<file path="config.mk">
export PLATFORM = sky130hd
export DESIGN_NAME = dstack_spill_flat
export DESIGN_NICKNAME = d
export VERILOG_FILES = /design/src/rtl/dstack_spill_if.sv /design/src/rtl/dstack_spill.sv /design/src/flat_wrapper.sv
export SDC_FILE = /design/constraint.sdc
export NUM_CORES = 2
export LEC_CHECK = 0
export ABC_CLOCK_PERIOD_IN_PS = 22800
export BUFFER_PORTS_ARGS = -buffer_cell sky130_fd_sc_hd__clkbuf_2
export CAP_MARGIN = 25
export CORE_UTILIZATION = 50
export CTS_CLUSTER_SIZE = 10
export DETAILED_ROUTE_END_ITERATION = 7
export PLACE_DENSITY = 0.73
export SYNTH_ARGS = -nofsm -noshare
export SYNTH_HDL_FRONTEND = slang
export SYNTH_SLANG_ARGS = --single-unit
</file>
<file path="constraint.sdc">
create_clock -name clk -period 22.8 [get_ports clk]
set_clock_uncertainty 0.2 [all_clocks]
set_input_delay 4.56 -clock clk [delete_from_list [all_inputs] [get_ports clk]]
set_output_delay 4.56 -clock clk [all_outputs]
set_load 0.005 [all_outputs]
</file>
<file path="src/rtl/dstack_spill_if.sv">
// Command and spill-RAM signal bundle for dstack_spill.
// No latency of its own; the stack is the slave and the core plus spill RAM are the master.
// Ports: valid/ready command handshake with movement, rotate, rot_addr and next_top;
//        top/second/third/rot_val/total_depth views; mem_req/ack spill port; fault pulses.
interface dstack_spill_if #(
    parameter int WIDTH  = 32,
    parameter int ADDR_W = 10,
    parameter int RA_W   = 4
);
    // core side
    logic              valid;
    logic              ready;
    logic [1:0]        movement;
    logic              rotate;
    logic [RA_W-1:0]   rot_addr;
    logic [WIDTH-1:0]  next_top;
    logic [WIDTH-1:0]  top;
    logic [WIDTH-1:0]  second;
    logic [WIDTH-1:0]  third;
    logic [WIDTH-1:0]  rot_val;
    logic [ADDR_W:0]   total_depth;
    logic              overflow;
    logic              underflow;
    // spill RAM side
    logic              mem_req;
    logic              mem_we;
    logic [ADDR_W-1:0] mem_addr;
    logic [WIDTH-1:0]  mem_wdata;
    logic              mem_ack;
    logic [WIDTH-1:0]  mem_rdata;

    modport slave (
        input  valid, movement, rotate, rot_addr, next_top, mem_ack, mem_rdata,
        output ready, top, second, third, rot_val, total_depth, overflow, underflow,
               mem_req, mem_we, mem_addr, mem_wdata
    );

    modport master (
        output valid, movement, rotate, rot_addr, next_top, mem_ack, mem_rdata,
        input  ready, top, second, third, rot_val, total_depth, overflow, underflow,
               mem_req, mem_we, mem_addr, mem_wdata
    );
endinterface

</file>
<file path="src/rtl/dstack_spill.sv">
// Data stack: DEPTH-entry register window with word-at-a-time spill/fill to a backing RAM.
// Latency: stack views are combinational; a threshold crossing drops ready next cycle, mem_req the cycle after.
// Backpressure: ready is low while a spill/fill is needed or in flight; the RAM stalls via mem_ack.
// Ports: clk, reset (async, active-high), bus (dstack_spill_if.slave: command, views, spill port, faults).
module dstack_spill #(
    parameter int WIDTH      = 32,
    parameter int DEPTH      = 16,
    parameter int ADDR_W     = 10,
    parameter int SPILL_HIGH = 12,
    parameter int SPILL_LOW  = 4,
    parameter int RA_W       = $clog2(DEPTH)
) (
    input  logic          clk,
    input  logic          reset,
    dstack_spill_if.slave bus
);
    localparam int IW = $clog2(DEPTH);          // window index width
    localparam int CW = IW + 1;                 // window_count holds 0..DEPTH
    localparam int PW = ADDR_W + 1;             // spill_ptr holds 0..2^ADDR_W
    localparam int TW = ((CW > PW) ? CW : PW) + 1;

    typedef enum logic [1:0] {IDLE, SPILL, FILL} state_t;

    state_t            state, state_nxt;
    logic [WIDTH-1:0]  win     [DEPTH];
    logic [WIDTH-1:0]  win_nxt [DEPTH];
    logic [CW-1:0]     count;
    logic [PW-1:0]     spill_ptr;
    logic [TW-1:0]     total_full;
    logic              need_spill, need_fill;
    logic              ready, accept, xfer_done, start_spill, start_fill;
    logic              push_full, pop_short;
    logic              mem_req_q, mem_we_q, overflow_q, underflow_q;
    logic [ADDR_W-1:0] mem_addr_q;
    logic [WIDTH-1:0]  mem_wdata_q;
    logic [IW-1:0]     spill_idx;
    logic [ADDR_W-1:0] fill_addr;

    assign total_full = TW'(count) + TW'(spill_ptr);
    // spill_ptr MSB set means every spill slot is occupied
    assign need_spill = (count > CW'(SPILL_HIGH)) && !spill_ptr[ADDR_W];
    assign need_fill  = (count < CW'(SPILL_LOW)) && (spill_ptr != '0);
    assign push_full  = (bus.movement == 2'b01) && (count == CW'(DEPTH));
    assign pop_short  = ((bus.movement == 2'b10) && (total_full == '0)) ||
                        ((bus.movement == 2'b11) && (total_full <= TW'(1)));
    assign spill_idx  = IW'(count - CW'(1));
    assign fill_addr  = ADDR_W'(spill_ptr - PW'(1));

    // ---------------- FSM: state register ----------------
    always_ff @(posedge clk or posedge reset) begin
        if (reset) state <= IDLE;
        else       state <= state_nxt;
    end

    // ---------------- FSM: next state ----------------
    always_comb begin
        state_nxt = state;
        unique case (state)
            IDLE: begin
                if (need_spill && !accept) state_nxt = SPILL;
                else if (need_fill)        state_nxt = FILL;
            end
            SPILL:   if (xfer_done) state_nxt = IDLE;
            FILL:    if (xfer_done) state_nxt = IDLE;
            default: state_nxt = IDLE;
        endcase
    end

    // ---------------- FSM: outputs / strobes ----------------
    always_comb begin
        ready       = (state == IDLE) && !need_spill && !need_fill;
        accept      = bus.valid && ready;
        // ack only counts while our request is actually up
        xfer_done   = mem_req_q && bus.mem_ack;
        start_spill = (state == IDLE) && (state_nxt == SPILL);
        start_fill  = (state == IDLE) && (state_nxt == FILL);
    end

    // ---------------- window next-value ----------------
    always_comb begin
        win_nxt = win;
        if (accept) begin
            case (bus.movement)
                2'b01:   for (int i = 1; i < DEPTH; i++)     win_nxt[i] = win[i-1];
                2'b10:   for (int i = 1; i < DEPTH - 1; i++) win_nxt[i] = win[i+1];
                2'b11:   for (int i = 1; i < DEPTH - 2; i++) win_nxt[i] = win[i+2];
                default: begin
                    if (bus.rotate) begin
                        for (int i = 1; i < DEPTH; i++)
                            if (RA_W'(i) <= bus.rot_addr) win_nxt[i] = win[i-1];
                    end
                end
            endcase
            // the core always supplies the new top, whatever the movement
            win_nxt[0] = bus.next_top;
        end else if ((state == FILL) && xfer_done) begin
            // fills only happen below SPILL_LOW, so count is a valid index here
            win_nxt[count[IW-1:0]] = bus.mem_rdata;
        end
    end

    always_ff @(posedge clk or posedge reset) begin
        if (reset) begin
            for (int i = 0; i < DEPTH; i++) win[i] <= '0;
        end else begin
            for (int i = 0; i < DEPTH; i++) win[i] <= win_nxt[i];
        end
    end

    // ---------------- occupancy and fault pulses ----------------
    always_ff @(posedge clk or posedge reset) begin
        if (reset) begin
            count       <= '0;
            spill_ptr   <= '0;
            overflow_q  <= 1'b0;
            underflow_q <= 1'b0;
        end else begin
            overflow_q  <= accept && push_full;
            underflow_q <= accept && pop_short;
            if (accept) begin
                if (pop_short) begin
                    count     <= '0;
                    spill_ptr <= '0;
                end else begin
                    case (bus.movement)
                        2'b01:   if (!push_full) count <= count + CW'(1);
                        2'b10:   count <= count - CW'(1);
                        2'b11:   count <= count - CW'(2);
                        default: ;
                    endcase
                end
            end else if (xfer_done && (state == SPILL)) begin
                count     <= count - CW'(1);
                spill_ptr <= spill_ptr + PW'(1);
            end else if (xfer_done && (state == FILL)) begin
                count     <= count + CW'(1);
                spill_ptr <= spill_ptr - PW'(1);
            end
        end
    end

    // ---------------- spill port registers ----------------
    // address/data/we are captured at issue and held for the whole request
    always_ff @(posedge clk or posedge reset) begin
        if (reset) begin
            mem_req_q   <= 1'b0;
            mem_we_q    <= 1'b0;
            mem_addr_q  <= '0;
            mem_wdata_q <= '0;
        end else if (start_spill) begin
            mem_req_q   <= 1'b1;
            mem_we_q    <= 1'b1;
            mem_addr_q  <= spill_ptr[ADDR_W-1:0];
            mem_wdata_q <= win[spill_idx];
        end else if (start_fill) begin
            mem_req_q   <= 1'b1;
            mem_we_q    <= 1'b0;
            mem_addr_q  <= fill_addr;
        end else if (xfer_done) begin
            mem_req_q   <= 1'b0;
        end
    end

    assign bus.ready       = ready;
    assign bus.top         = win[0];
    assign bus.second      = win[1];
    assign bus.third       = win[2];
    assign bus.rot_val     = win[bus.rot_addr];
    assign bus.total_depth = total_full[PW-1:0];
    assign bus.mem_req     = mem_req_q;
    assign bus.mem_we      = mem_we_q;
    assign bus.mem_addr    = mem_addr_q;
    assign bus.mem_wdata   = mem_wdata_q;
    assign bus.overflow    = overflow_q;
    assign bus.underflow   = underflow_q;
endmodule

</file>
<file path="src/flat_wrapper.sv">
// flat-port wrapper written by rule: the top's interface ports become plain ports
module dstack_spill_flat 
#(
    parameter int WIDTH      = 32,
    parameter int DEPTH      = 16,
    parameter int ADDR_W     = 10,
    parameter int SPILL_HIGH = 12,
    parameter int SPILL_LOW  = 4,
    parameter int RA_W       = $clog2(DEPTH)
)
  (clk, reset, bus_valid, bus_movement, bus_rotate, bus_rot_addr, bus_next_top, bus_mem_ack, bus_mem_rdata, bus_ready, bus_top, bus_second, bus_third, bus_rot_val, bus_total_depth, bus_overflow, bus_underflow, bus_mem_req, bus_mem_we, bus_mem_addr, bus_mem_wdata);
  dstack_spill_if #(.WIDTH(WIDTH), .ADDR_W(ADDR_W), .RA_W(RA_W)) bus_i ();
  input  logic clk;
  input  logic reset;
  input wire logic [$bits(bus_i.valid)-1:0] bus_valid;
  input wire logic [$bits(bus_i.movement)-1:0] bus_movement;
  input wire logic [$bits(bus_i.rotate)-1:0] bus_rotate;
  input wire logic [$bits(bus_i.rot_addr)-1:0] bus_rot_addr;
  input wire logic [$bits(bus_i.next_top)-1:0] bus_next_top;
  input wire logic [$bits(bus_i.mem_ack)-1:0] bus_mem_ack;
  input wire logic [$bits(bus_i.mem_rdata)-1:0] bus_mem_rdata;
  output wire logic [$bits(bus_i.ready)-1:0] bus_ready;
  output wire logic [$bits(bus_i.top)-1:0] bus_top;
  output wire logic [$bits(bus_i.second)-1:0] bus_second;
  output wire logic [$bits(bus_i.third)-1:0] bus_third;
  output wire logic [$bits(bus_i.rot_val)-1:0] bus_rot_val;
  output wire logic [$bits(bus_i.total_depth)-1:0] bus_total_depth;
  output wire logic [$bits(bus_i.overflow)-1:0] bus_overflow;
  output wire logic [$bits(bus_i.underflow)-1:0] bus_underflow;
  output wire logic [$bits(bus_i.mem_req)-1:0] bus_mem_req;
  output wire logic [$bits(bus_i.mem_we)-1:0] bus_mem_we;
  output wire logic [$bits(bus_i.mem_addr)-1:0] bus_mem_addr;
  output wire logic [$bits(bus_i.mem_wdata)-1:0] bus_mem_wdata;
  assign bus_i.valid = bus_valid;
  assign bus_i.movement = bus_movement;
  assign bus_i.rotate = bus_rotate;
  assign bus_i.rot_addr = bus_rot_addr;
  assign bus_i.next_top = bus_next_top;
  assign bus_i.mem_ack = bus_mem_ack;
  assign bus_i.mem_rdata = bus_mem_rdata;
  assign bus_ready = bus_i.ready;
  assign bus_top = bus_i.top;
  assign bus_second = bus_i.second;
  assign bus_third = bus_i.third;
  assign bus_rot_val = bus_i.rot_val;
  assign bus_total_depth = bus_i.total_depth;
  assign bus_overflow = bus_i.overflow;
  assign bus_underflow = bus_i.underflow;
  assign bus_mem_req = bus_i.mem_req;
  assign bus_mem_we = bus_i.mem_we;
  assign bus_mem_addr = bus_i.mem_addr;
  assign bus_mem_wdata = bus_i.mem_wdata;
  dstack_spill #(.WIDTH(WIDTH), .DEPTH(DEPTH), .ADDR_W(ADDR_W), .SPILL_HIGH(SPILL_HIGH), .SPILL_LOW(SPILL_LOW), .RA_W(RA_W)) u_core (.clk(clk), .reset(reset), .bus(bus_i));
endmodule
</file>
==> results by group <==
Min path
  – Worst Hold Class: reg2reg
  – HP Start: u_core.bus.mem_we
  – Hold worst-path end: u_core.bus.mem_we
  – Worst hold path depth: 1

Power and ir drop
  – P_sw: 2.87 mW
  – Clock power frac: 0.176
  – P per Cell Area: 136 nW/um2
  – Combinational share of power: 0.494
  – Peak VDD IR: 0.155 mV
  – Internal power: 3.35 mW
  – Sw Share: 0.462
  – Leakage power: 17.3 nW
  – Seq pwr share: 0.330

Finish
  – Final nets: 4,589
  – Area of the multi-input gates: 25,500 um2
  – Total area of sequential cells: 14,400 um2
  – Synth-to-layout area growth: 7.25%
  – Post-layout util: 0.545
  – Share of layout cells above drive strength 1: 0.194
  – FILL cells: 7,403

Drt
  – WL final: 152 mm
  – Avg Vias per Cell: 7.16
  – 1st-pass router iterations: 7
  – Iteration-0 DRC Markers: 6,482
  – Vias: 40,500
  – Antenna Nets Post-Route: 0
  – DRC viols: 0
  – Routed len/inst: 26.9 um

CTS
  – CTS root buffer: clkbuf_16
  – CTS sink cnt: 576
  – Worst-path clk slew: 0.05 ns
  – Clk_lat worst skew: 0.65 ns
  – CTS H-Tree Depth: 3
  – Clk buf depth: 3
  – Setup Fix Bufs, Post-CTS: 0
  – TritonCTS Buffers: 72
  – Hold Buf Count CTS: 0
  – CTS resizes: 0
  – CTS tree: yes

Floorplan
  – DIE HEIGHT: 294 um
  – Die W: 294 um
  – Die area: 86,400 um2
  – Starting density of the core: 0.508
  – Rows: 106
  – Core area: 84,000 um2
  – # IOs: 261

Logic synthesis
  – Avg Cell Area, Syn: 9.06 um2
  – Adder-cell share of the synthesized area: 0.00722
  – Synthesized flop and latch total: 576
  – Count leader, synth: nand2_1
  – Net Count, Synth: 4,805
  – Dominant cell type by area after synthesis: dfrtp_1
  – Yosys cell types: 67
  – Synth Area in XOR/XNOR: 0.00411
  – Ys flop type: dfrtp_1
  – Synth top area cells: dfrtp_1, mux4_2, a22oi_1
  – Synth cell count leaders: nand2_1, dfrtp_1, o21ai_0, a21oi_1, clkbuf_1
  – Register area share after synthesis: 0.338
  – Synth top area share: 0.338
  – Mapped cell area: 42,600 um2
  – Post-synth ARST share: 1.00
  – Simple-Gate Fraction of Synth Area: 0.110
  – Syn. warnings: 0
  – Cell count after synthesis: 4,706
  – Largest family of logic cells by synthesized area: compound AO/OA/AOI/OAI gates
  – Compound-Gate Fraction of Synth Area: 0.259
  – EDFF count, synth: 0
  – Post-synthesis mux area share: 0.212

Place
  – IO buf count: 260
  – Gpl congestion: 0.867
  – Final HPWL DP: 83.2 mm

Timing
  – Hold Fails Final Rpt: 0
  – Final count of negative-setup-slack endpoints: 0
  – Final Slew Violations: 0
  – Fin crit share: 0.534
  – Worst Tran Pin Value: 1.40 ns
  – Min Tclk post-route: 12.17 ns
  – Hold_ws: 0.286 ns
  – Setup_tns: 0 ns
  – Unrepaired setup endpoints after global routing: no
  – F_max: 82.1 MHz
  – Max-slew headroom: 0.0697

Worst setup path
  – R2R cell count: 10
  – Critical path type: in2out
  – CP Capture Type: output pin
  – RR Endpoint: u_core.win[54]
  – WP data arrival: 7.41 ns
  – CP startpoint kind: input port
  – Critical Path RT: 18.04 ns
  – R2r setup slk: 17.41 ns
  – Worst Path Max Fanout: 85
  – Worst reg2reg path startpoint: u_core.count[2]

Run
  – Total of max-cap violations: 0

GRT
  – Pin count of the biggest net entering global routing: 244
  – Overflow after GRT: 0
  – GR Layer Usage met1: 0.469
  – Grt peak-use layer: met2
  – Vias in the first global route: 37,500
  – Global-route wire length before repair: 234 mm
  – M2 GR Usage: 0.516
  – Met3 Use GR: 0.0951
  – Gr usage total: 0.348
  – Initial antenna violation count: 4

Run status
  – Outcome: complete, no violations
-- routing by layer --
layer,vias to the layer above,share of wire,routed length [um]
met5,-,0.000053,8
met4,2,0.053,8150
met3,559,0.13,19500
met2,3037,0.44,67700
met1,19700,0.37,56900
li1,17300,-,-
-- power groups by stage --
stage | Sequential, mW | Clock [mW] | Combinational, mW
2_1_floorplan | 1.78 | 0 | 2.29
3_3_place_gp | 2.02 | 0 | 2.94
3_5_place_dp | 2.03 | 0 | 3.00
4_1_cts | 2.01 | 1.10 | 3.01
5_1_grt | 2.10 | 1.15 | 3.30
6_report | 2.05 | 1.09 | 3.07
-- layout by cell type (no fill, tap or decap), types with 22 or more instances in the layout --
| cell | synthesis | routed |
|---|---|---|
| nand2_1 | 759 | 759 |
| dfrtp_1 | 576 | 575 |
| o21ai_0 | 503 | 503 |
| a21oi_1 | 485 | 483 |
| a22oi_1 | 389 | 389 |
| a31oi_1 | 329 | 323 |
| mux4_2 | 320 | 320 |
| clkbuf_2 | 0 | 257 |
| nand3_1 | 146 | 143 |
| nor2_1 | 105 | 104 |
| clkbuf_16 | 0 | 74 |
| mux2i_1 | 66 | 66 |
| buf_4 | 103 | 66 |
| mux2_2 | 54 | 53 |
| and3_1 | 46 | 42 |
| a22o_1 | 33 | 33 |
| mux2_1 | 28 | 28 |
| inv_1 | 25 | 24 |
| a2bb2oi_1 | 24 | 24 |
| clkbuf_1 | 405 | 23 |
| nor3_1 | 22 | 22 |
-- final cells by class --
type / instances / area share
diodes: 1 / 0.0000547
clock buffers: 105 / 0.0448
clock inverters: 8 / 0.00183
inverters: 25 / 0.00222
multi-input cells: 3477 / 0.559
flip-flops and latches: 576 / 0.315
well taps: 1134 / 0.0310
repair buffers: 338 / 0.0461
-- metrics by stage --
step / area, um2 / worst slack, ns / total power [mW] / cells
global route: 45700 / 10.46 / 6.54 / 5664
floorplan: 42600 / 1.93 / 4.06 / 4706
global placement: 43400 / 10.68 / 4.96 / 5543
CTS: 45600 / 10.56 / 6.13 / 5657
finish: 45700 / 10.63 / 6.22 / 5664
detailed placement: 43400 / 10.54 / 5.03 / 5544
-- sequential cells by signal, indices dropped and copies added, names as in the netlist --
| register | flops |
|---|---|
| u_core.bus.mem_wdata | 32 |
| u_core.bus.mem_we | 1 |
| u_core.bus.mem_req | 1 |
| u_core.bus.second | 32 |
| u_core.count | 5 |
| u_core.spill_ptr | 11 |
| u_core.bus.overflow | 1 |
| u_core.state | 2 |
| u_core.win | 416 |
| u_core.bus.top | 32 |
| u_core.bus.third | 32 |
| u_core.bus.mem_addr | 10 |
| u_core.bus.underflow | 1 |
-- kinds of logic after synthesis --
| family | Yosys count |
|---|---|
| buf+inv | 653 |
| simple gates | 1122 |
| compound gates | 1827 |
| fa+ha+maj | 24 |
| flops | 576 |
| mux | 484 |
| xor+xnor | 20 |
-- how the worst max path moves through the flow --
stage | from | end | cells after the start
floorplan | reset | u_core.bus.mem_addr[0] | 1
global placement | bus_rot_addr[0] | bus_rot_val[29] | 5
detailed placement | bus_rot_addr[0] | bus_rot_val[29] | 5
CTS | bus_rot_addr[0] | bus_rot_val[29] | 5
global route | bus_rot_addr[1] | bus_rot_val[10] | 5
finish | bus_rot_addr[0] | bus_rot_val[24] | 5
-- worst max-delay path: stages --
cell and delay [ns]:
clkbuf_8 0.68, buf_4 0.78, mux4_2 0.60, mux4_2 0.51, clkbuf_2 0.14
Note: power is estimated with default switching activity, not from simulation.
